==> src/rtl/mem_arbiter_pkg.sv <==
// Shared types and defaults for the instruction/data SRAM arbiter.
package mem_arbiter_pkg;

    typedef enum logic [1:0] {
        ARB_IDLE  = 2'd0,
        ARB_ISSUE = 2'd1,
        ARB_WAIT  = 2'd2,
        ARB_RESP  = 2'd3
    } arb_state_t;

    typedef enum logic {
        GRANT_INSTR = 1'b0,
        GRANT_DATA  = 1'b1
    } grant_t;

    localparam int unsigned MEM_LATENCY_DEFAULT = 1;

endpackage

==> src/rtl/mem_lat_timer.sv <==
// Loadable down-counter; done_out flags the last cycle of the SRAM read latency.
module mem_lat_timer #(
    parameter int unsigned CW = 1
) (
    input  logic          clk,
    input  logic          rst,
    input  logic          load_in,
    input  logic [CW-1:0] load_val_in,
    output logic          done_out
);

    logic [CW-1:0] count_q;
    logic [CW-1:0] count_d;

    always_comb begin
        count_d = count_q;
        if (load_in) begin
            count_d = load_val_in;
        end else if (count_q != '0) begin
            count_d = count_q - CW'(1);
        end
    end

    always_ff @(posedge clk or posedge rst) begin
        if (rst) begin
            count_q <= '0;
        end else begin
            count_q <= count_d;
        end
    end

    assign done_out = (count_q == CW'(1));

endmodule

==> src/rtl/mem_arbiter.sv <==
// Arbitrates fetch and load/store requests onto one single-port synchronous SRAM,
// one transaction at a time, alternating grants under contention.
module mem_arbiter
    import mem_arbiter_pkg::*;
#(
    parameter int unsigned MEM_AW      = 10,
    parameter int unsigned MEM_LATENCY = MEM_LATENCY_DEFAULT
) (
    input  logic              clk,
    input  logic              rst,
    input  logic [31:0]       i_addr_in,
    input  logic              i_addr_valid_in,
    input  logic              i_flush_in,
    output logic              i_ready_out,
    output logic              i_valid_out,
    output logic [31:0]       i_rdata_out,
    input  logic              d_valid_in,
    input  logic              d_read_en_in,
    input  logic              d_write_en_in,
    input  logic [31:0]       d_addr_in,
    input  logic [31:0]       d_wdata_in,
    input  logic [3:0]        d_byte_en_in,
    output logic              d_ready_out,
    output logic              d_valid_out,
    output logic [31:0]       d_rdata_out,
    output logic              mem_req_out,
    output logic              mem_we_out,
    output logic [3:0]        mem_be_out,
    output logic [MEM_AW-1:0] mem_addr_out,
    output logic [31:0]       mem_wdata_out,
    input  logic [31:0]       mem_rdata_in
);

    localparam int unsigned TW = $clog2(MEM_LATENCY + 1);

    arb_state_t        state_q, state_d;
    grant_t            grant_q, grant_d;
    grant_t            last_q, last_d;
    logic [MEM_AW-1:0] addr_q, addr_d;
    logic [31:0]       wdata_q, wdata_d;
    logic [3:0]        be_q, be_d;
    logic              we_q, we_d;
    logic              kill_q, kill_d;
    logic [31:0]       resp_q, resp_d;
    logic [31:0]       i_hold_q, i_hold_d;
    logic [31:0]       d_hold_q, d_hold_d;

    logic instr_req, data_req, pick_data, timer_load, timer_done, issue;

    logic unused_addr_bits;
    assign unused_addr_bits = ^{i_addr_in[31:MEM_AW+2], i_addr_in[1:0],
                                d_addr_in[31:MEM_AW+2], d_addr_in[1:0]};

    mem_lat_timer #(.CW(TW)) u_timer (
        .clk         (clk),
        .rst         (rst),
        .load_in     (timer_load),
        .load_val_in (TW'(MEM_LATENCY)),
        .done_out    (timer_done)
    );

    always_comb begin
        state_d    = state_q;
        grant_d    = grant_q;
        last_d     = last_q;
        addr_d     = addr_q;
        wdata_d    = wdata_q;
        be_d       = be_q;
        we_d       = we_q;
        kill_d     = kill_q;
        resp_d     = resp_q;
        i_hold_d   = i_hold_q;
        d_hold_d   = d_hold_q;
        timer_load = 1'b0;

        instr_req = i_addr_valid_in && !i_flush_in;
        data_req  = d_valid_in && (d_read_en_in || d_write_en_in);
        pick_data = data_req && (!instr_req || last_q != GRANT_DATA);

        unique case (state_q)
            ARB_IDLE: begin
                kill_d = 1'b0;
                if (instr_req || data_req) begin
                    grant_d = pick_data ? GRANT_DATA : GRANT_INSTR;
                    last_d  = grant_d;
                    addr_d  = pick_data ? d_addr_in[MEM_AW+1:2] : i_addr_in[MEM_AW+1:2];
                    we_d    = pick_data && d_write_en_in;
                    be_d    = we_d ? d_byte_en_in : 4'hF;
                    wdata_d = pick_data ? d_wdata_in : '0;
                    state_d = ARB_ISSUE;
                end
            end
            ARB_ISSUE: begin
                timer_load = 1'b1;
                state_d    = ARB_WAIT;
            end
            ARB_WAIT: begin
                if (timer_done) begin
                    resp_d  = we_q ? '0 : mem_rdata_in;
                    state_d = ARB_RESP;
                end
            end
            ARB_RESP: begin
                state_d = ARB_IDLE;
            end
            default: state_d = ARB_IDLE;
        endcase

        // A flush anywhere in an instr transaction kills its response, including in RESP itself.
        if (state_q != ARB_IDLE && grant_q == GRANT_INSTR && i_flush_in) begin
            kill_d = 1'b1;
        end

        issue       = (state_q == ARB_ISSUE);
        i_ready_out = issue && (grant_q == GRANT_INSTR);
        d_ready_out = issue && (grant_q == GRANT_DATA);
        i_valid_out = (state_q == ARB_RESP) && (grant_q == GRANT_INSTR) && !kill_q && !i_flush_in;
        d_valid_out = (state_q == ARB_RESP) && (grant_q == GRANT_DATA);

        if (i_valid_out) i_hold_d = resp_q;
        if (d_valid_out) d_hold_d = resp_q;
        i_rdata_out = i_valid_out ? resp_q : i_hold_q;
        d_rdata_out = d_valid_out ? resp_q : d_hold_q;

        mem_req_out   = issue;
        mem_we_out    = issue && we_q;
        mem_be_out    = issue ? be_q : '0;
        mem_addr_out  = issue ? addr_q : '0;
        mem_wdata_out = issue ? wdata_q : '0;
    end

    always_ff @(posedge clk or posedge rst) begin
        if (rst) begin
            state_q  <= ARB_IDLE;
            grant_q  <= GRANT_INSTR;
            last_q   <= GRANT_INSTR;
            addr_q   <= '0;
            wdata_q  <= '0;
            be_q     <= '0;
            we_q     <= 1'b0;
            kill_q   <= 1'b0;
            resp_q   <= '0;
            i_hold_q <= '0;
            d_hold_q <= '0;
        end else begin
            state_q  <= state_d;
            grant_q  <= grant_d;
            last_q   <= last_d;
            addr_q   <= addr_d;
            wdata_q  <= wdata_d;
            be_q     <= be_d;
            we_q     <= we_d;
            kill_q   <= kill_d;
            resp_q   <= resp_d;
            i_hold_q <= i_hold_d;
            d_hold_q <= d_hold_d;
        end
    end

endmodule

==> config.mk <==
export PLATFORM = sky130hd
export DESIGN_NAME = mem_arbiter
export DESIGN_NICKNAME = d
export VERILOG_FILES = /design/src/rtl/mem_arbiter_pkg.sv /design/src/rtl/mem_lat_timer.sv /design/src/rtl/mem_arbiter.sv
export SDC_FILE = /design/constraint.sdc
export NUM_CORES = 1
export LEC_CHECK = 0
export ABC_AREA = 1
export CAP_MARGIN = 30
export CORE_MARGIN = 2
export CORE_UTILIZATION = 39
export CTS_CLUSTER_DIAMETER = 100
export DETAILED_ROUTE_END_ITERATION = 7
export HOLD_SLACK_MARGIN = 0.1
export PLACE_DENSITY = 0.8
export SYNTH_ARGS = -nofsm -noshare
export SYNTH_HDL_FRONTEND = slang
export SYNTH_SLANG_ARGS = --single-unit
export TNS_END_PERCENT = 5
==> constraint.sdc <==
create_clock -name clk -period 4.7 [get_ports clk]
set_input_delay 0.705 -clock clk [delete_from_list [all_inputs] [get_ports clk]]
set_output_delay 0.705 -clock clk [all_outputs]
set_load 0.005 [all_outputs]
==> impl_metrics.py, run 1 <==
metrics = {
    "worst_setup_path": {
        "r2r_start": "state_q[0]$_DFFE_PP0P_",
        "r2r-end": "resp_q[17]$_DFFE_PP0P_",
        "worst_path_largest_cell_delay_ps": 570,
        "r2r_cells": 6,
        "path_cells": "clkdlybuf4s50_1 -> inv_1 -> nand4_1 -> buf_4 -> nand2_1 -> o21ai_0 -> clkdlybuf4s50_1",
        "path_class": "in2out",
        "cpMostUsedCell": "clkdlybuf4s50_1",
        "cp-startpoint": "i_flush_in",
        "endpoint": "i_rdata_out[23]",
        "r2r_setup_slack_ps": 2780,
        "cp-start-kind": "input port",
        "crit_buf_inv": 4,
        "crit_fanout": 65,
        "cp-end-kind": "primary output",
        "crit_slowest_cell": "clkdlybuf4s50_1",
        "cp_top_family": "buffers and inverters",
        "required_ps": 3990,
        "crit_cells": 7,
        "crit_arrival_ps": 2740,
    },
    "die": {
        "rows": 46,
        "die_h_um": 131,
        "die-area_um2": 17000,
        "start_util_pct": 39.6,
        "die-width_um": 131,
        "pin_count": 255,
        "core_um2": 15800,
    },
    "clock_network": {
        "cts_resized": 0,
        "root_buffer": "clkbuf_16",
        "clockBufferDepth": 2,
        "h-tree-depth": 4,
        "cts_tree": "yes",
        "clock-sinks": 148,
        "clk_pin_slew_worst_paths_ps": 50,
        "cts_setup_buffers": 0,
        "cts_buffers": 17,
        "worstSkewPairLatency_ps": 410,
        "hold_buffers": 0,
    },
    "placement": {
        "dp_hpwl_um": 10600,
        "portBuffers": 210,
        "gp_congestion": 0.740,
        "dp_slack_ps": 1260,
    },
    "synth": {
        "syn_area_per_cell_um2": 8.53,
        "synth-seq-cells": 148,
        "syn_inst": 732,
        "synth_area_um2": 6250,
        "yosysWarnings": 0,
        "yosysSeqAreaShare_pct": 59.3,
        "ys_types": 21,
        "synth_fp_nets": 876,
    },
    "global_route": {
        "grt_pass1_vias": 4989,
        "grt_pass1_wl_um": 24900,
        "track_usage_pct": 18.9,
        "antenna_found_initial": 0,
        "grt_max_degree": 99,
        "gr-total-overflow": 0,
    },
    "sta": {
        "hold_viol_final": 0,
        "slew_violations": 0,
        "relSlewSlack_pct": 32.7,
        "tns_ps": 0,
        "fin_crit_sh_pct": 73.3,
        "fin_skew_ps": 8.74,
        "setup_ws_ps": 1250,
        "finalSetupViolCount": 0,
        "min_period_ps": 3450,
        "fmax_mhz": 290,
        "tightest_slew_ps": 1010,
        "rsz0062_at_grt": "false",
    },
    "detailed_routing": {
        "drt_first_pass_iters": 4,
        "via_per_inst": 4.62,
        "wl_per_cell_um": 13.6,
        "drcViolationCount": 0,
        "drt-initial-drc-count": 197,
        "wl_um": 15700,
        "ant_nets": 0,
        "vias": 5342,
    },
    "finish": {
        "synthToLayoutAreaGrowth_pct": 45.7,
        "antenna_cells": 0,
        "final_common_cell": "nand2_1",
        "final_cell_mix": "282 x nand2_1, 210 x clkdlybuf4s50_1, 148 x dfrtp_1, 98 x o21ai_0, 94 x inv_1",
        "drive_gt1_share_pct": 5.43,
        "layout.nets": 1071,
        "post-route-util_pct": 57.7,
    },
    "pwr": {
        "leakagePower_nw": 4.61,
        "ir_drop_uv": 290,
        "cellPowerDensity_nw_per_um2": 645,
    },
    "job": {
        "drv_cap": 0,
    },
    "worst_hold_path": {
        "hp-class": "reg2reg",
    },
    "outcome": {
        "status": "finished, final reports clean",
    },
}
[how the worst min path moves through the flow]
stage	start	depth (start not counted)	endpoint
global route	wdata_q[3]$_DFFE_PP0P_	2	wdata_q[3]$_DFFE_PP0P_
CTS	wdata_q[12]$_DFFE_PP0P_	2	wdata_q[12]$_DFFE_PP0P_
floorplan	wdata_q[10]$_DFFE_PP0P_	2	wdata_q[10]$_DFFE_PP0P_
detailed placement	wdata_q[20]$_DFFE_PP0P_	2	wdata_q[20]$_DFFE_PP0P_
finish	wdata_q[12]$_DFFE_PP0P_	2	wdata_q[12]$_DFFE_PP0P_
global placement	wdata_q[21]$_DFFE_PP0P_	2	wdata_q[21]$_DFFE_PP0P_
[flip-flops by register name (all words and copies together) (netlist names)]
signal            flops
d_hold_q             32
u_timer.done_out      1
resp_q               32
wdata_q              32
state_q               2
we_q                  1
be_q                  4
kill_q                1
last_q                1
i_hold_q             32
addr_q               10
[worst register-to-register path, delay by kind of cell, from the launching register on]
family	cells	cell delay (ps)
adders and majority gates	1	190
DFF	1	420
buffers and inverters	2	810
and+or+nand+nor	2	270
AOI/OAI and AO/OA	1	140
[synthesized netlist by cell type]
master / n / area (um^2)
buf_4: 2 / 15.0
buf_2: 11 / 55.1
inv_2: 4 / 15.0
ha_1: 5 / 62.6
buf_6: 7 / 78.8
nand3_1: 45 / 225
a21oi_1: 1 / 5.00
buf_1: 2 / 7.51
nand4_1: 5 / 31.3
o21ai_1: 1 / 5.00
nand2_2: 2 / 12.5
nor2_1: 1 / 3.75
nor2_2: 1 / 6.26
clkbuf_1: 17 / 63.8
inv_1: 95 / 357
nor2_8: 1 / 20.0
or2_2: 1 / 6.26
dfrtp_1: 148 / 3700
nand2_1: 283 / 1060
nand3_2: 2 / 20.0
o21ai_0: 98 / 490
[final cells by class]
class                      instances  area, um^2
clock buffer                      21         480
timing repair buffer             215        2160
fill                            1386        6670
tap                              216         270
sequential                       148        3700
multi-input combinational        446        1960
inverter                          99         377
clock inverter                    11         148
[kinds of logic after synthesis]
logic type               count (synthesis)  share of synthesized area [%]
AND/OR/NAND/NOR                        341                           22.2
flip-flops                             148                           59.3
buffers and inverters                  138                           9.48
AO/OA/AOI/OAI                          100                           8.01
adder cells (fa/ha/maj)                  5                           1.00
[report_power, final]
part           total [W]  internal [W]  switching, W
logic            0.00235       0.00117       0.00118
clock network    0.00140      0.000892      0.000512
registers        0.00211       0.00189      0.000228
[stage by stage]
stage	power [W]	hold WS, ps	std cells	area (um^2)
after detailed placement	0.00451	464	1124	8470
final	0.00587	480	1156	9100
after floorplan	0.00322	449	732	6250
after CTS	0.00594	482	1156	9100
after global routing	0.00631	492	1156	9100
after global placement	0.00441	462	1123	8450
[metal layers]
metal / routed length [um] / track usage [%] / vias up
met1: 6760 / 23.0 / 2476
li1: - / - / 2648
met4: 202 / 6.01 / 0
met3: 1580 / 8.14 / 14
met2: 7210 / 30.4 / 204
met5: 0 / 0 / -
No activity file was read; power rests on OpenSTA's default activity.
==> run 2, diff against run 1 <==
==> constraint.sdc (replaced) <==
create_clock -name clk -period 3 [get_ports clk]
set_input_delay 0.45 -clock clk [delete_from_list [all_inputs] [get_ports clk]]
set_output_delay 0.45 -clock clk [all_outputs]
set_load 0.005 [all_outputs]
==> impl_metrics.py, run 2 (synthesis gave the netlist of run 1 again) <==
metrics = {
    "die": {
        "start_util_pct": 39.6,
        "die-area_um2": 17000,
        "pin_count": 255,
        "die_h_um": 131,
        "die-width_um": 131,
        "core_um2": 15800,
        "rows": 46,
    },
    "pwr": {
        "power.switching_w": 0.00301,
        "p_int_w": 0.00628,
        "p_comb_share_pct": 40.1,
        "cellPowerDensity_nw_per_um2": 1020,
        "ir_drop_uv": 536,
        "switching_share_pct": 32.4,
        "seq_power_share_pct": 35.7,
        "leakagePower_nw": 4.66,
        "power_frac_clock_pct": 24.3,
    },
    "sta": {
        "relSlewSlack_pct": 41.6,
        "fin_skew_ps": 14.0,
        "hold_viol_final": 0,
        "fin_crit_sh_pct": 94.3,
        "tightest_slew_ps": 877,
        "finalSetupViolCount": 0,
        "tns_ps": 0,
        "setup_ws_ps": 172,
        "min_period_ps": 2830,
        "fmax_mhz": 354,
        "slew_violations": 0,
        "rsz0062_at_grt": "false",
    },
    "clock_network": {
        "cts_buffers": 17,
        "root_buffer": "clkbuf_16",
        "cts_tree": "yes",
        "clk_pin_slew_worst_paths_ps": 60,
        "worstSkewPairLatency_ps": 410,
        "clock-sinks": 148,
        "h-tree-depth": 4,
        "cts_resized": 0,
        "cts_setup_buffers": 0,
        "hold_buffers": 0,
        "clockBufferDepth": 2,
    },
    "worst_setup_path": {
        "crit_fanout": 65,
        "worst_path_largest_cell_delay_ps": 570,
        "crit_slowest_cell": "clkdlybuf4s50_1",
        "cp-start-kind": "flop",
        "required_ps": 2550,
        "crit_arrival_ps": 2380,
        "path_cells": "ha_1 -> nand4_1 -> buf_12 -> o21ai_0 -> clkdlybuf4s50_1",
        "r2r-end": "resp_q[10]$_DFFE_PP0P_",
        "r2r_start": "state_q[0]$_DFFE_PP0P_",
        "cp-end-kind": "primary output",
        "path_class": "reg2out",
        "r2r_cells": 7,
        "r2r_setup_slack_ps": 1230,
    },
    "detailed_routing": {
        "wl_met3_um": 1590,
        "drcViolationCount": 0,
        "via_per_inst": 4.58,
        "drt-met1-wl_um": 6630,
        "vias": 5308,
        "wl_met2_um": 7450,
        "highest_layer": "met4",
        "drt_first_pass_iters": 6,
        "wl_per_cell_um": 13.7,
        "drt-initial-drc-count": 237,
        "ant_nets": 0,
        "wl_um": 15900,
    },
    "placement": {
        "dp.cells": 1128,
        "dp_slack_ps": 260,
        "portBuffers": 210,
        "dp_hpwl_um": 10700,
        "dpl_cell_area_um2": 8510,
        "gp_congestion": 0.765,
    },
    "worst_hold_path": {
        "hp-class": "reg2reg",
        "whs_path_depth": 2,
        "min_to": "addr_q[9]$_DFFE_PP0P_",
        "hold_path_startpoint": "addr_q[9]$_DFFE_PP0P_",
    },
    "job": {
        "drv_cap": 0,
    },
    "global_route": {
        "grt_max_degree": 149,
        "grt_pass1_vias": 5171,
        "grt_pass1_wl_um": 25600,
        "antenna_found_initial": 0,
        "track_usage_pct": 19.3,
        "gr-total-overflow": 0,
    },
    "finish": {
        "final_common_cell": "nand2_1",
        "synthToLayoutAreaGrowth_pct": 46.6,
        "drive_gt1_share_pct": 5.73,
        "final_cell_mix": "282 x nand2_1, 210 x clkdlybuf4s50_1, 148 x dfrtp_1, 98 x o21ai_0, 94 x inv_1",
        "fin_area_um2": 9160,
        "fill_cells": 1408,
        "fin_cells": 1159,
        "layout.nets": 1075,
        "antenna_cells": 0,
    },
    "outcome": {
        "status": "finished, final reports clean",
    },
}
## run 2: worst max path at each step
| stage | from | to | slack, ps | depth (start not counted) |
|---|---|---|---|---|
| 6_report | state_q[0]$_DFFE_PP0P_ | i_rdata_out[23] | 170 | 5 |
| 5_1_grt | state_q[1]$_DFFE_PP0P_ | mem_wdata_out[16] | 30 | 6 |
| 4_1_cts | state_q[0]$_DFFE_PP0P_ | d_rdata_out[27] | 110 | 6 |
| 3_5_place_dp | i_flush_in | i_rdata_out[23] | 260 | 6 |
| 3_3_place_gp | i_flush_in | i_rdata_out[21] | 310 | 6 |
| 2_1_floorplan | rst | addr_q[0]$_DFFE_PP0P_ | 690 | 1 |
## run 2: routing by layer
layer	track usage, %	vias to the layer above
met3	7.70	10
li1	-	2647
met2	31.4	187
met5	0	-
met1	23.6	2464
met4	6.57	0
## run 2: worst max-delay path: cells and delay by family (launching register included)
| kind | cells | cell delay (ps) |
|---|---|---|
| compound gates | 1 | 310 |
| fa+ha+maj | 1 | 240 |
| buf+inv | 2 | 810 |
| flops | 1 | 400 |
| simple gates | 1 | 180 |
## run 2: cell type report
class	count	area [um^2]	share of cell area, %
Clock buffer	20	467	5.10
Inverter	99	375	4.10
Sequential cell	148	3700	40.4
Multi-Input combinational cell	446	1960	21.4
Tap cell	216	270	2.95
Clock inverter	11	173	1.89
Timing Repair Buffer	219	2210	24.1
## run 2: metrics by stage
step	hold slack (ps)	utilization, %	total power [W]
floorplan	449	-	0.00505
global placement	462	54.0	0.00697
detailed placement	465	54.0	0.00711
CTS	482	58.0	0.00942
global route	501	58.1	0.0100
finish	479	58.1	0.00930
## run 2: power by group through the flow
stage	clock [W]	combinational [W]	sequential (W)
detailed placement	0	0.00377	0.00334
global placement	0	0.00367	0.00330
global route	0.00241	0.00422	0.00342
floorplan	0	0.00181	0.00324
CTS	0.00232	0.00378	0.00332
finish	0.00226	0.00372	0.00332
==> run 3, diff against run 2 <==
--- a/config.mk
+++ b/config.mk
@@ -15,5 +15,6 @@
 export PLACE_DENSITY = 0.8
 export SYNTH_ARGS = -nofsm -noshare
 export SYNTH_HDL_FRONTEND = slang
+export SYNTH_HIERARCHICAL = 1
 export SYNTH_SLANG_ARGS = --single-unit
 export TNS_END_PERCENT = 5
==> impl_metrics.py, run 3 <==
metrics = {
    "outcome": {
        "status": "finished, final reports clean",
    },
    "synth": {
        "yosysTopAreaCell": "dfrtp_1",
        "synth_edf_count": 0,
        "synth_compound_area_share_pct": 7.96,
        "syn_inst": 736,
        "syn_area_per_cell_um2": 8.45,
        "synth_fp_nets": 880,
        "synth_top_family_by_area": "simple AND/OR/NAND/NOR gates",
        "yosysWarnings": 6,
        "synth_area_um2": 6220,
        "ys.flop_type": "dfrtp_1",
        "synth-async-reset-ratio_pct": 100,
        "synthTopCellsByCount": "284 x nand2_1, 148 x dfrtp_1, 98 x inv_1, 98 x o21ai_0, 47 x nand3_1",
        "synthMuxAreaShare_pct": 0,
        "yosys.area_share.simple_pct": 22.2,
        "yosys.area_share.xor_xnor_pct": 0,
        "synth.most_common_cell": "nand2_1",
        "synthAdderAreaFrac_pct": 1.01,
        "yosysSeqAreaShare_pct": 59.5,
        "synth-seq-cells": 148,
        "yosys.area.top_type_share_pct": 59.5,
        "ys_types": 21,
        "yosys-top-cells-area": "dfrtp_1 60%, nand2_1 17%, o21ai_0 7.9%, inv_1 5.9%, nand3_1 3.8%",
    },
    "die": {
        "die_h_um": 130,
        "die-width_um": 130,
        "core_um2": 15700,
        "pin_count": 255,
        "rows": 46,
        "start_util_pct": 39.6,
        "die-area_um2": 17000,
    },
    "finish": {
        "final_common_cell": "nand2_1",
        "fill_cells": 1353,
        "synthToLayoutAreaGrowth_pct": 48.0,
        "antenna_cells": 0,
        "drive_gt1_share_pct": 5.67,
        "layout.nets": 1083,
        "post-route-util_pct": 58.6,
        "final_cell_mix": "283 x nand2_1, 210 x clkdlybuf4s50_1, 148 x dfrtp_1, 98 x o21ai_0, 97 x inv_1",
    },
    "detailed_routing": {
        "via_per_inst": 4.62,
        "vias": 5401,
        "drt_first_pass_iters": 5,
        "ant_nets": 0,
        "wl_per_cell_um": 14.0,
        "wl_met2_um": 7930,
        "highest_layer": "met4",
        "wl_met3_um": 933,
        "drt-initial-drc-count": 280,
        "drcViolationCount": 0,
        "drt-met1-wl_um": 7160,
        "wl_um": 16400,
    },
    "pwr": {
        "power.switching_w": 0.00306,
        "seq_power_share_pct": 35.5,
        "switching_share_pct": 32.7,
        "p_comb_share_pct": 40.5,
        "cellPowerDensity_nw_per_um2": 1010,
        "ir_drop_uv": 525,
        "power_frac_clock_pct": 24.1,
        "leakagePower_nw": 4.70,
        "p_int_w": 0.00628,
    },
    "sta": {
        "fin_skew_ps": 11.4,
        "finalSetupViolCount": 0,
        "tightest_slew_ps": 557,
        "min_period_ps": 2790,
        "slew_violations": 0,
        "relSlewSlack_pct": 62.8,
        "fmax_mhz": 359,
        "tns_ps": 0,
        "rsz0062_at_grt": "false",
        "fin_crit_sh_pct": 92.9,
        "hold_viol_final": 0,
    },
    "clock_network": {
        "root_buffer": "clkbuf_16",
        "worstSkewPairLatency_ps": 430,
        "clock-sinks": 148,
        "cts_tree": "yes",
        "h-tree-depth": 4,
        "cts_setup_buffers": 0,
        "clk_pin_slew_worst_paths_ps": 60,
        "cts_buffers": 17,
        "clockBufferDepth": 2,
    },
    "worst_setup_path": {
        "crit_fanout": 49,
        "cp_top_family": "buffers and inverters",
        "path_cells": "ha_1 -> nand2_4 -> buf_12 -> nand2_1 -> o21ai_0 -> clkdlybuf4s50_1",
        "crit_slowest_cell": "clkdlybuf4s50_1",
        "cp-end-kind": "primary output",
        "crit_buf_inv": 2,
        "cp-start-kind": "flop",
        "worst_path_largest_cell_delay_ps": 580,
        "required_ps": 2550,
        "crit_arrival_ps": 2340,
        "path_class": "reg2out",
        "r2r_start": "state_q[1]$_DFFE_PP0P_",
        "cp-startpoint": "state_q[0]$_DFFE_PP0P_",
    },
    "placement": {
        "portBuffers": 210,
        "dp_hpwl_um": 11100,
        "gp_congestion": 0.779,
    },
    "job": {
        "drv_cap": 0,
    },
    "global_route": {
        "antenna_found_initial": 0,
        "track_usage_pct": 19.8,
        "grt_max_degree": 84,
        "gr-total-overflow": 0,
        "grt_pass1_vias": 5409,
        "grt_pass1_wl_um": 26400,
    },
    "worst_hold_path": {
        "hp-class": "in2async",
    },
}
==> run 3: final cells by class <==
class | instances | area (um^2) | share of cell area (%)
sequential | 148 | 3700 | 40.2
timing repair buffer | 223 | 2270 | 24.7
multi-input combinational | 449 | 1960 | 21.3
clock buffer | 19 | 443 | 4.81
inverter | 100 | 379 | 4.12
tap | 216 | 270 | 2.94
clock inverter | 13 | 180 | 1.96
==> run 3: per-stage QoR <==
stage	instances	setup slack (ps)	total power, W	instance area (um^2)	hold WS [ps]
2_1_floorplan	736	703	0.00501	6230	179
6_report	1168	213	0.00934	9210	318
5_1_grt	1168	66.5	0.0100	9210	343
3_3_place_gp	1136	345	0.00699	8580	461
4_1_cts	1168	68.6	0.00944	9200	317
3_5_place_dp	1136	316	0.00713	8580	465
==> run 3: path summary, 6_finish.rpt <==
path | endpoint | slack (ps) | cells past startpoint
min in group clk | addr_q[1]$_DFFE_PP0P_ | 480 | 2
max in group asynchronous | i_hold_q[20]$_DFF_PP0_ | 2010 | 3
max reg2reg | last_q$_DFFE_PP0P_ | 1020 | 5
min | u_timer/done_out$_DFF_PP0_ | 320 | 2
max | d_rdata_out[21] | 210 | 6
min reg2reg | addr_q[1]$_DFFE_PP0P_ | 480 | 2
==> run 3: kinds of logic (layout without fill, tap and decap cells) <==
logic type / after synthesis / count (layout)
buffers and inverters: 139 / 355
other: 1 / 1
DFF: 148 / 148
adders and majority gates: 5 / 5
AOI/OAI and AO/OA: 99 / 99
and+or+nand+nor: 344 / 344
==> run 3: routing by layer <==
layer  track usage, %  up-vias
met5                0        -
met4             7.78        0
met3             5.04       32
met2             32.6      180
met1             25.1     2526
li1                 -     2663
==> run 3: power groups by stage <==
stage                     clock (W)  sequential, W  combinational [W]
after global routing        0.00238        0.00342            0.00423
after detailed placement          0        0.00334            0.00379
after floorplan                   0        0.00324            0.00177
after CTS                   0.00230        0.00331            0.00383
after global placement            0        0.00329            0.00370
final                       0.00225        0.00331            0.00378
==> run 3: what timing repair did <==
action                                  CTS  global route
resized for setup                         0             1
endpoints found under the setup margin    0            20
hold buffers                              0             0
